### config.mk
export PLATFORM = sky130hd
export DESIGN_NAME = ssp_tx_fetch_ctrl
export DESIGN_NICKNAME = d
export VERILOG_FILES = /design/src/rtl/ssp_tx_fetch_ctrl.sv
export SDC_FILE = /design/constraint.sdc
export NUM_CORES = 1
export LEC_CHECK = 0
export ABC_AREA = 0
export CAP_MARGIN = 20
export CORE_AREA = 4 4 41 43
export CTS_BUF_LIST = sky130_fd_sc_hd__clkbuf_4 sky130_fd_sc_hd__clkbuf_8 sky130_fd_sc_hd__clkbuf_16
export DETAILED_ROUTE_END_ITERATION = 8
export DIE_AREA = 0 0 45 47
export HOLD_SLACK_MARGIN = 0.03
export PLACE_DENSITY = 0.68
export SLEW_MARGIN = 25
export SYNTH_ARGS = -nofsm -noshare
export SYNTH_HDL_FRONTEND = slang
export SYNTH_SLANG_ARGS = --single-unit
### constraint.sdc
create_clock -name PCLK -period 5 [get_ports PCLK]
set_clock_uncertainty 0.2 [all_clocks]
set_input_delay 1.5 -clock PCLK [delete_from_list [all_inputs] [get_ports PCLK]]
set_output_delay 1.5 -clock PCLK [all_outputs]
set_load 0.05 [all_outputs]
### src/rtl/ssp_tx_fetch_ctrl.sv
// ============================================================================
// ssp_tx_fetch_ctrl : SSP transmit fetch sequencer (FIFO head -> justifier -> shifter)
// Revision: 1.0 - initial release
// ============================================================================
`default_nettype none

module ssp_tx_fetch_ctrl (
  input  logic       PCLK,
  input  logic       PRESETn,
  input  logic       SSE,
  input  logic [1:0] FRF,
  input  logic [3:0] DSS,
  input  logic       MS,
  input  logic       TxFEmpty,
  input  logic       TxDataReq,
  output logic [1:0] FRFPCLK,
  output logic [3:0] DSSPCLK,
  output logic       MSPCLK,
  output logic       TxFRdPop,
  output logic       TxDataVld,
  output logic       TxBusy,
  output logic       DssErr
);

  typedef enum logic [2:0] {
    S_IDLE   = 3'd0,
    S_LOAD   = 3'd1,
    S_READY  = 3'd2,
    S_POP    = 3'd3,
    S_SETTLE = 3'd4
  } state_t;

  state_t state;
  state_t state_nxt;
  logic   cfg_ld;

  always_comb begin
    state_nxt = state;
    cfg_ld    = 1'b0;
    case (state)
      S_IDLE: begin
        if (SSE && !TxFEmpty) begin
          state_nxt = S_LOAD;
          cfg_ld    = 1'b1;
        end
      end
      S_LOAD: begin
        if (!SSE)                  state_nxt = S_IDLE;
        else if (DSSPCLK < 4'd3)   state_nxt = S_POP;
        else                       state_nxt = S_READY;
      end
      S_READY: begin
        // A request in the same cycle as disable still retires the word
        if (TxDataReq)             state_nxt = S_POP;
        else if (!SSE)             state_nxt = S_IDLE;
      end
      S_POP: begin
        state_nxt = S_SETTLE;
      end
      S_SETTLE: begin
        if (SSE && !TxFEmpty) begin
          state_nxt = S_LOAD;
          cfg_ld    = 1'b1;
        end else begin
          state_nxt = S_IDLE;
        end
      end
      default: state_nxt = S_IDLE;
    endcase
  end

  always_ff @(posedge PCLK or negedge PRESETn) begin
    if (!PRESETn) begin
      state   <= S_IDLE;
      FRFPCLK <= 2'b00;
      DSSPCLK <= 4'h0;
      MSPCLK  <= 1'b0;
    end else begin
      state <= state_nxt;
      if (cfg_ld) begin
        FRFPCLK <= FRF;
        DSSPCLK <= DSS;
        MSPCLK  <= MS;
      end
    end
  end

  // Config is frozen from LOAD onward, so a short DSS in POP can only mean a discard
  assign TxDataVld = (state == S_READY);
  assign TxFRdPop  = (state == S_POP);
  assign TxBusy    = (state != S_IDLE);
  assign DssErr    = (state == S_POP) && (DSSPCLK < 4'd3);

endmodule

`default_nettype wire

== Word-level counts from Yosys, hierarchy flattened ==
Cells that the tools add are included.

* Magnitude comparators: 1
* Eq/ne operators: 6
* Mux-type cells: 9
* Reduce and logical (&&, ||, !) cells: 7

{| class="wikitable"
|+ Operator list
! cell !! number
|-
| $pmux W3 S5 || 1
|-
| $mux W3 || 3
|-
| $eq A3 B2 Y1 const B || 2
|-
| $lt A4 B2 Y1 const B || 1
|-
| $mux W1 || 4
|-
| $eq A3 B1 Y1 const B || 1
|-
| $eq A3 B3 Y1 const B || 1
|-
| $logic_not A3 Y1 || 1
|-
| $ne A3 B3 Y1 const B || 1
|-
| $reduce_bool A3 Y1 || 1
|-
| $logic_and A1 B1 Y1 || 2
|-
| $mux W2 || 1
|-
| $ne A2 B2 Y1 const B || 1
|-
| $reduce_and A2 Y1 || 1
|-
| $reduce_or A2 Y1 || 1
|-
| $logic_not A1 Y1 || 1
|}

* Flip-flop bits (word level): 10
* Input bits: 12
* Output and inout port bits: 11
* Word-level logic and storage cells: 27

== Longest topological paths before layout ==
Gate-level depths: netlist of run 1.

* Word-level depth: 4
* Gate-level depth with buffers: 4
* Gate-level depth less buffers: 3

== Worst setup path before layout of run 1 ==
No wires, ideal clock.

* Path type: register to output
* Start point: register state[1]
* End point: output port TxDataVld
* Arrival time: 1.699 ns
* Data required time: 3.300 ns
* Path slack: 1.601 ns
* Cell stages (with the launch flop): 3
* Cells stage by stage: dfrtp_1 > buf_2 > nor3b_1

* Word-level cells in the longest chain between the ends: 1

{| class="wikitable"
|+ RTL lines
! element !! RTL line !! source
|-
| start: declaration || 33 || <nowiki>state_t state;</nowiki>
|-
| start signal: assignment || 79 || <nowiki>state <= state_nxt;</nowiki>
|-
| $eq A3 B2 Y1 || 89 || <nowiki>assign TxDataVld = (state == S_READY);</nowiki>
|-
| end: declaration || 20 || <nowiki>output logic TxDataVld,</nowiki>
|}

No other way between the ends.

== Worst setup path after layout of run 1 ==
* Start point: register state[1]
* End point: output port DssErr

* Word-level cells in the longest chain between the ends: 2

{| class="wikitable"
|+ RTL lines
! element !! RTL line !! source
|-
| $eq A3 B2 Y1 || 92 || <nowiki>assign DssErr = (state == S_POP) && (DSSPCLK < 4'd3);</nowiki>
|-
| $logic_and A1 B1 Y1 || 92 ||
|-
| end: declaration || 22 || <nowiki>output logic DssErr</nowiki>
|}

No other way between the ends.

==> results.json, run 1 <==
{
  "cts_buffers": 3,
  "final_area_um2": 732,
  "detail-route-antenna-nets": 0,
  "die_h_um": 47,
  "antenna_found_initial": 0,
  "setup_viol": 0,
  "overflow": 0,
  "synthToLayoutAreaGrowth_pct": 52.3,
  "coreArea_um2": 1300,
  "ios": 23,
  "fin_crit_ns": 3.60,
  "clock.fmax_mhz": 278,
  "rr_worst_depth": 2,
  "dpl-instance-area_um2": 709,
  "drive_gt1_share_pct": 17.7,
  "worstSkewPairLatency_ns": 0.26,
  "rsz0062_at_grt": "no",
  "drt_iter0_markers": 3,
  "fp.dieW_um": 45,
  "cts_num_sinks": 10,
  "postCtsHoldBufs": 0,
  "cts.path.max_buffers": 2,
  "p_total_w": 0.000537,
  "critPathMaxFanout": 10,
  "ys_ff_latch": 10,
  "diodes": 0,
  "vias": 397,
  "synth_nets": 51,
  "holdCritStartpoint": "FRFPCLK[0]",
  "post_cts.repair.setup_buffers": 0,
  "status": "finished, final reports clean",
  "fill_cells": 138,
  "gp_routability_congestion": 0.744,
  "drc": 0,
  "final_util_pct": 56.3,
  "maxSlewViolCount": 0,
  "ctsHtreeMaxLevel": 1,
  "cp-end-kind": "primary output",
  "timing.critical_path.cells": "nand3b_1, nor2_1, clkdlybuf4s50_1",
  "synth-seq-area-share_pct": 52.1,
  "finalHoldViolCount": 0,
  "cts_resized": 0,
  "place.port_buffers": 22,
  "grt_pass1_wl_mm": 1.77,
  "slowest_stage": "clkdlybuf4s50_1",
  "dieArea_um2": 2120,
  "rr_endpoint": "FRFPCLK[1]",
  "wl_per_cell_um": 13.2,
  "yosysUniqueCellTypes": 19,
  "vdd_ir_drop_max_uv": 350,
  "syn_area_um2": 480,
  "tightest_slew_ns": 0.529,
  "fin_setup_tns_ns": 0,
  "dr.pass1.iters": 2,
  "max_stage_delay_ns": 0.80,
  "worstReg2RegStart": "state[1]",
  "grt_pass1_vias": 406,
  "powerDensity_nw_per_um2": 734,
  "cts_tree": "done",
  "maxCapViolCount": 0,
  "place_hpwl_um": 779,
  "cp.required_ns": 3.30,
  "grt_max_degree": 11,
  "fin_crit_sh_pct": 72.0,
  "p_leak_nw": 0.303,
  "viasPerCell": 5.16,
  "ff2ff_setup_slack_ns": 3.22,
  "wirelength_mm": 1.01,
  "multiInputGateArea_um2": 213,
  "start_util_pct": 36.9,
  "syn_avg_cell_area_um2": 12.3,
  "syn_inst": 39,
  "min_path_cells": 1,
  "crit_arrival_ns": 1.90,
  "clockRootBuffer": "clkbuf_4",
  "register_area_um2": 250,
  "placementRows": 13,
  "min_to": "FRFPCLK[0]",
  "cts.clk_slew.worst_paths_ns": 0.06,
  "slew_headroom_pct": 64.6,
  "path_class": "register to primary output",
  "hp-class": "register to register",
  "groute.usage.overall_pct": 12.1,
  "fin_nets": 76,
  "worst_setup_path_start_kind": "register",
  "synth_warnings": 0,
  "hold_ws_ns": 0.304
}
-- state kept, by name, summed over array words and instances (netlist names) --
name     count
MSPCLK       1
DSSPCLK      4
state        3
FRFPCLK      2
-- routing by layer --
metal	part of all wire [%]	vias to the layer above	GRT usage (%)
met4	0.89	0	10.5
li1	-	188	-
met3	11	2	4.60
met1	41	189	14.3
met5	0	-	0
met2	47	18	17.2
-- cells in the mapped netlist (all sizes together) --
cell type / count / area, um2
nand2: 1 / 3.75
o21ai: 1 / 5.00
nor3b: 2 / 15.0
nor4b: 1 / 23.8
mux2: 7 / 78.8
inv: 2 / 7.51
o21a: 1 / 7.51
a211o: 1 / 8.76
or4: 1 / 7.51
a211oi: 1 / 7.51
nor2: 2 / 7.51
or3: 1 / 6.26
buf: 2 / 10.0
o31ai: 1 / 7.51
dfrtp: 10 / 250
nand3b: 1 / 7.51
nand2b: 2 / 12.5
a2111oi: 1 / 8.76
a21oi: 1 / 5.00
-- how the worst max path moves through the flow --
stage                      endpoint  slack, ns     start  cells past startpoint
after floorplan           TxDataVld       1.60  state[1]                      2
after global placement       DssErr       1.68  state[1]                      3
after detailed placement     DssErr       1.67  state[1]                      3
after CTS                    DssErr       1.37  state[1]                      3
after global routing         DssErr       1.25  state[1]                      3
final                        DssErr       1.40  state[1]                      3
-- layout make-up --
type                    count  area share [%]
flip-flops and latches     10            34.2
repair buffers             22            30.1
multi-input cells          25            29.1
clock buffers               3            3.08
well taps                  15            2.56
inverters                   2            1.03
-- report_power, final --
part / internal (W) / switching, W / leakage, nW
clock network: 0.0000277 / 0.0000258 / 0.0138
logic: 0.000125 / 0.000197 / 0.167
registers: 0.000120 / 0.0000425 / 0.122
-- through the flow --
step | instances | setup WS, ns
2_1_floorplan | 39 | 1.60
4_1_cts | 77 | 1.37
5_1_grt | 77 | 1.25
3_3_place_gp | 74 | 1.68
6_report | 77 | 1.40
3_5_place_dp | 74 | 1.67
-- layout by cell type (no fill, tap or decap), drive strengths merged --
cell	n
clkdlybuf4s50	22
dfrtp	10
mux2	7
clkbuf	3
inv	2
nor3b	2
nor2	2
nand2b	2
nand3b	1
or3	1
a211o	1
nor4b	1
nand2	1
o21ai	1
o31ai	1
or4	1
a21oi	1
o21a	1
a2111oi	1
a211oi	1
-- cell families (layout without fill, tap and decap cells) --
group,after synthesis,after routing,share of synthesized area [%]
simple gates,11,11,17.4
flops,10,10,52.1
compound gates,7,7,10.4
mux,7,7,16.4
buf+inv,4,27,3.65
-- worst max-delay path: cells and delay by family, from the launching register on --
kind	cells	cell delay, ns
buffers and inverters	1	0.80
DFF	1	0.53
and+or+nand+nor	2	0.31
Power figures use the tool's default switching activity.
==> run 2: changes to the inputs <==
- clock period: 5 -> 3.4 ns (I/O delays scaled with it)
==> results.json, run 2 (synthesis gave the netlist of run 1 again) <==
{
  "status": "finished, final reports clean",
  "tightest_slew_ns": 0.535,
  "die_h_um": 47,
  "cts.path.max_buffers": 2,
  "dr.pass1.iters": 1,
  "coreArea_um2": 1300,
  "cp-end-kind": "primary output",
  "p_total_w": 0.000790,
  "grt_pass1_vias": 406,
  "mostFrequentLayoutCells": "22 x clkdlybuf4s50_1, 10 x dfrtp_1, 7 x mux2_2",
  "critPathMaxFanout": 10,
  "viasPerCell": 5.10,
  "clockRootBuffer": "clkbuf_4",
  "worst_setup_path_start_kind": "register",
  "place.port_buffers": 22,
  "grt_max_degree": 11,
  "cts_resized": 0,
  "maxSlewViolCount": 0,
  "antenna_found_initial": 0,
  "vias": 393,
  "maxCapViolCount": 0,
  "drt_iter0_markers": 0,
  "cts_tree": "done",
  "crit_family": "buffers and inverters",
  "max_stage_delay_ns": 0.80,
  "path_class": "register to primary output",
  "place_hpwl_um": 774,
  "fin_crit_sh_pct": 92.1,
  "clock.fmax_mhz": 320,
  "layout_commonest_cell": "clkdlybuf4s50_1",
  "top_register": "DSSPCLK",
  "slowest_stage": "clkdlybuf4s50_1",
  "largest_reg_flops": 4,
  "slew_headroom_pct": 64.2,
  "fin_crit_ns": 3.13,
  "wl_per_cell_um": 13.3,
  "dieArea_um2": 2120,
  "setup_viol": 0,
  "final_util_pct": 56.3,
  "cts_num_sinks": 10,
  "placementRows": 13,
  "synthToLayoutAreaGrowth_pct": 52.3,
  "drive_gt1_share_pct": 17.7,
  "largestRegisters": "DSSPCLK x4, state x3, FRFPCLK x2",
  "post_cts.repair.setup_buffers": 0,
  "fin_nets": 76,
  "ctsHtreeMaxLevel": 1,
  "postCtsHoldBufs": 0,
  "cts_buffers": 3,
  "finalHoldViolCount": 0,
  "wirelength_mm": 1.02,
  "diodes": 0,
  "gp_routability_congestion": 0.744,
  "hp-class": "register to register",
  "vdd_ir_drop_max_uv": 500,
  "grt_pass1_wl_mm": 1.75,
  "timing.critical_path.cells": "nand3b_1, nor2_1, clkdlybuf4s50_1",
  "drc": 0,
  "ios": 23,
  "multiInputGateArea_um2": 213,
  "start_util_pct": 36.9,
  "detail-route-antenna-nets": 0,
  "fin_setup_tns_ns": 0,
  "fill_cells": 132,
  "overflow": 0,
  "fp.dieW_um": 45,
  "worstSkewPairLatency_ns": 0.26,
  "cp.required_ns": 2.18,
  "worst-path-buf-inv": 1,
  "cts.clk_slew.worst_paths_ns": 0.06,
  "groute.usage.overall_pct": 12.0,
  "register_area_um2": 250,
  "p_leak_nw": 0.303,
  "powerDensity_nw_per_um2": 1080,
  "crit_arrival_ns": 1.91,
  "rsz0062_at_grt": "no"
}
run 2: through the flow:
stage,area (um2),setup WS [ns],instances,hold slack [ns]
finish,732,0.270,77,0.305
floorplan,480,0.481,39,0.327
global placement,709,0.562,74,0.292
global route,732,0.144,77,0.341
CTS,732,0.249,77,0.309
detailed placement,709,0.544,74,0.300
run 2: final timing paths:
path	end	slack (ns)	depth (start not counted)	start
min in group asynchronous	DSSPCLK[1]	0.87	1	PRESETn
worst min register to register	FRFPCLK[0]	0.30	1	FRFPCLK[0]
worst max-delay path	DssErr	0.27	3	state[1]
worst max register to register	FRFPCLK[1]	1.62	2	state[1]
max in group asynchronous	FRFPCLK[0]	1.82	1	PRESETn
worst min-delay path	FRFPCLK[0]	0.30	1	FRFPCLK[0]
run 2: report_power, final:
part           total (W)  switching (W)  internal (W)
clock          0.0000791      0.0000383     0.0000408
sequential      0.000240      0.0000636      0.000176
combinational   0.000472       0.000288      0.000183
total           0.000790       0.000390      0.000400
run 2: area by class of cell:
type | count | share of cell area (%)
Inverter | 2 | 1.03
Multi-Input combinational cell | 25 | 29.1
Timing Repair Buffer | 22 | 30.1
Sequential cell | 10 | 34.2
Clock buffer | 3 | 3.08
Tap cell | 15 | 2.56
run 2: worst register-to-register path, delay by kind of cell, from the launching register on:
kind	cells	cell delay, ns
flip-flops	1	0.49
multiplexers	1	0.40
AND/OR/NAND/NOR	1	0.58
run 2: metal layers:
layer | part of all wire, % | up-vias | GRT usage, % | wire [um]
met4 | 0.88 | 0 | 10.5 | 9
met3 | 8.6 | 2 | 3.83 | 88
li1 | - | 189 | - | -
met5 | 0 | - | 0 | 0
met1 | 43 | 186 | 14.3 | 441
met2 | 47 | 16 | 17.5 | 484
==> run 3: changes to the inputs <==
- ABC_AREA: 0 -> not set
- GPL_ROUTABILITY_DRIVEN: not set -> 0
- RECOVER_POWER: not set -> 50
==> results.json, run 3 (synthesis gave the netlist of run 1 again) <==
{
  "cts.clk_slew.worst_paths_ns": 0.06,
  "worst_setup_path_start_kind": "register",
  "worstSkewPairLatency_ns": 0.26,
  "maxSlewViolCount": 0,
  "drive_gt1_share_pct": 17.7,
  "fp.dieW_um": 45,
  "crit_arrival_ns": 1.88,
  "groute.usage.overall_pct": 12.0,
  "cts_num_sinks": 10,
  "start_util_pct": 36.9,
  "placementRows": 13,
  "min_path_cells": 1,
  "ctsHtreeMaxLevel": 1,
  "cts_tree": "done",
  "dp.cells": 74,
  "mostFrequentLayoutCells": "20 x clkdlybuf4s50_1, 10 x dfrtp_1, 7 x mux2_2",
  "rsz0062_at_grt": "no",
  "clock.fmax_mhz": 322,
  "coreArea_um2": 1300,
  "die_h_um": 47,
  "hp-class": "register to register",
  "maxCapViolCount": 0,
  "ios": 23,
  "slew_headroom_pct": 44.1,
  "vdd_ir_drop_max_uv": 497,
  "p_leak_nw": 0.299,
  "max_stage_delay_ns": 0.80,
  "startpoint": "state[1]",
  "register_area_um2": 250,
  "clockRootBuffer": "clkbuf_4",
  "crit_end": "DssErr",
  "dr.pass1.iters": 1,
  "rr_worst_depth": 2,
  "post_cts.repair.setup_buffers": 0,
  "worstReg2RegStart": "state[1]",
  "diodes": 0,
  "status": "finished, final reports clean",
  "top_register": "DSSPCLK",
  "largest_reg_flops": 4,
  "path_depth": 3,
  "cp-end-kind": "primary output",
  "ff2ff_setup_slack_ns": 1.40,
  "dieArea_um2": 2120,
  "layout_commonest_cell": "clkdlybuf4s50_1",
  "crit_family": "buffers and inverters",
  "fin_nets": 76,
  "tightest_slew_ns": 0.836,
  "critPathMaxFanout": 10,
  "cts.path.max_buffers": 2,
  "synthToLayoutAreaGrowth_pct": 50.5,
  "largestRegisters": "DSSPCLK x4, state x3, FRFPCLK x2",
  "setup_viol": 0,
  "finalHoldViolCount": 0,
  "viasPerCell": 5.10,
  "grt_max_degree": 11,
  "place_hpwl_um": 774,
  "fin_crit_ns": 3.10,
  "wl_per_cell_um": 13.3,
  "slowest_stage": "clkdlybuf4s50_1",
  "grt_pass1_wl_mm": 1.75,
  "drt_iter0_markers": 0,
  "drc": 0,
  "timing.critical_path.cells": "nand3b_1, nor2_1, clkdlybuf4s50_1",
  "overflow": 0,
  "fin_crit_sh_pct": 91.3,
  "rr_endpoint": "FRFPCLK[1]",
  "multiInputGateArea_um2": 204,
  "cts_resized": 0,
  "detail-route-antenna-nets": 0,
  "place.port_buffers": 22,
  "cp.required_ns": 2.18,
  "final_cells": 77,
  "postCtsHoldBufs": 0,
  "fill_cells": 135,
  "fin_setup_tns_ns": 0,
  "antenna_found_initial": 0,
  "cts_buffers": 3,
  "worst-path-buf-inv": 1,
  "vias": 393,
  "powerDensity_nw_per_um2": 1080,
  "path_class": "register to primary output",
  "grt_pass1_vias": 406,
  "wirelength_mm": 1.02,
  "p_total_w": 0.000784
}
==> run 3: cell type report <==
type                            count  share of cell area [%]
Multi-Input combinational cell     25                    28.2
Sequential cell                    10                    34.6
Timing Repair Buffer               22                    30.4
Tap cell                           15                    2.60
Clock buffer                        3                    3.11
Inverter                            2                    1.04
==> run 3: worst min-delay path by stage <==
stage | to | from | slack, ns
6_report | FRFPCLK[0] | FRFPCLK[0] | 0.30
5_1_grt | MSPCLK | MSPCLK | 0.34
4_1_cts | FRFPCLK[0] | FRFPCLK[0] | 0.31
3_5_place_dp | MSPCLK | MSPCLK | 0.30
3_3_place_gp | FRFPCLK[1] | FRFPCLK[1] | 0.29
2_1_floorplan | state[1] | state[2] | 0.33
==> run 3: stage by stage <==
step / hold WS [ns] / area (um2) / util [%] / setup slack, ns
after floorplan: 0.327 / 480 / - / 0.481
after detailed placement: 0.300 / 709 / 54.5 / 0.544
final: 0.305 / 723 / 55.6 / 0.295
after global routing: 0.341 / 723 / 55.6 / 0.178
after global placement: 0.292 / 709 / 54.5 / 0.562
after CTS: 0.309 / 732 / 56.3 / 0.249
==> run 3: metal layers <==
layer | track usage [%] | share of wire, %
met1 | 14.3 | 43
met2 | 17.5 | 47
met3 | 3.83 | 8.5
met4 | 10.5 | 0.88
met5 | 0 | 0
==> run 3: report_power, final <==
group | leakage (nW) | internal [W] | switching (W)
logic | 0.163 | 0.000180 | 0.000288
clock network | 0.0138 | 0.0000408 | 0.0000383
registers | 0.122 | 0.000176 | 0.0000600
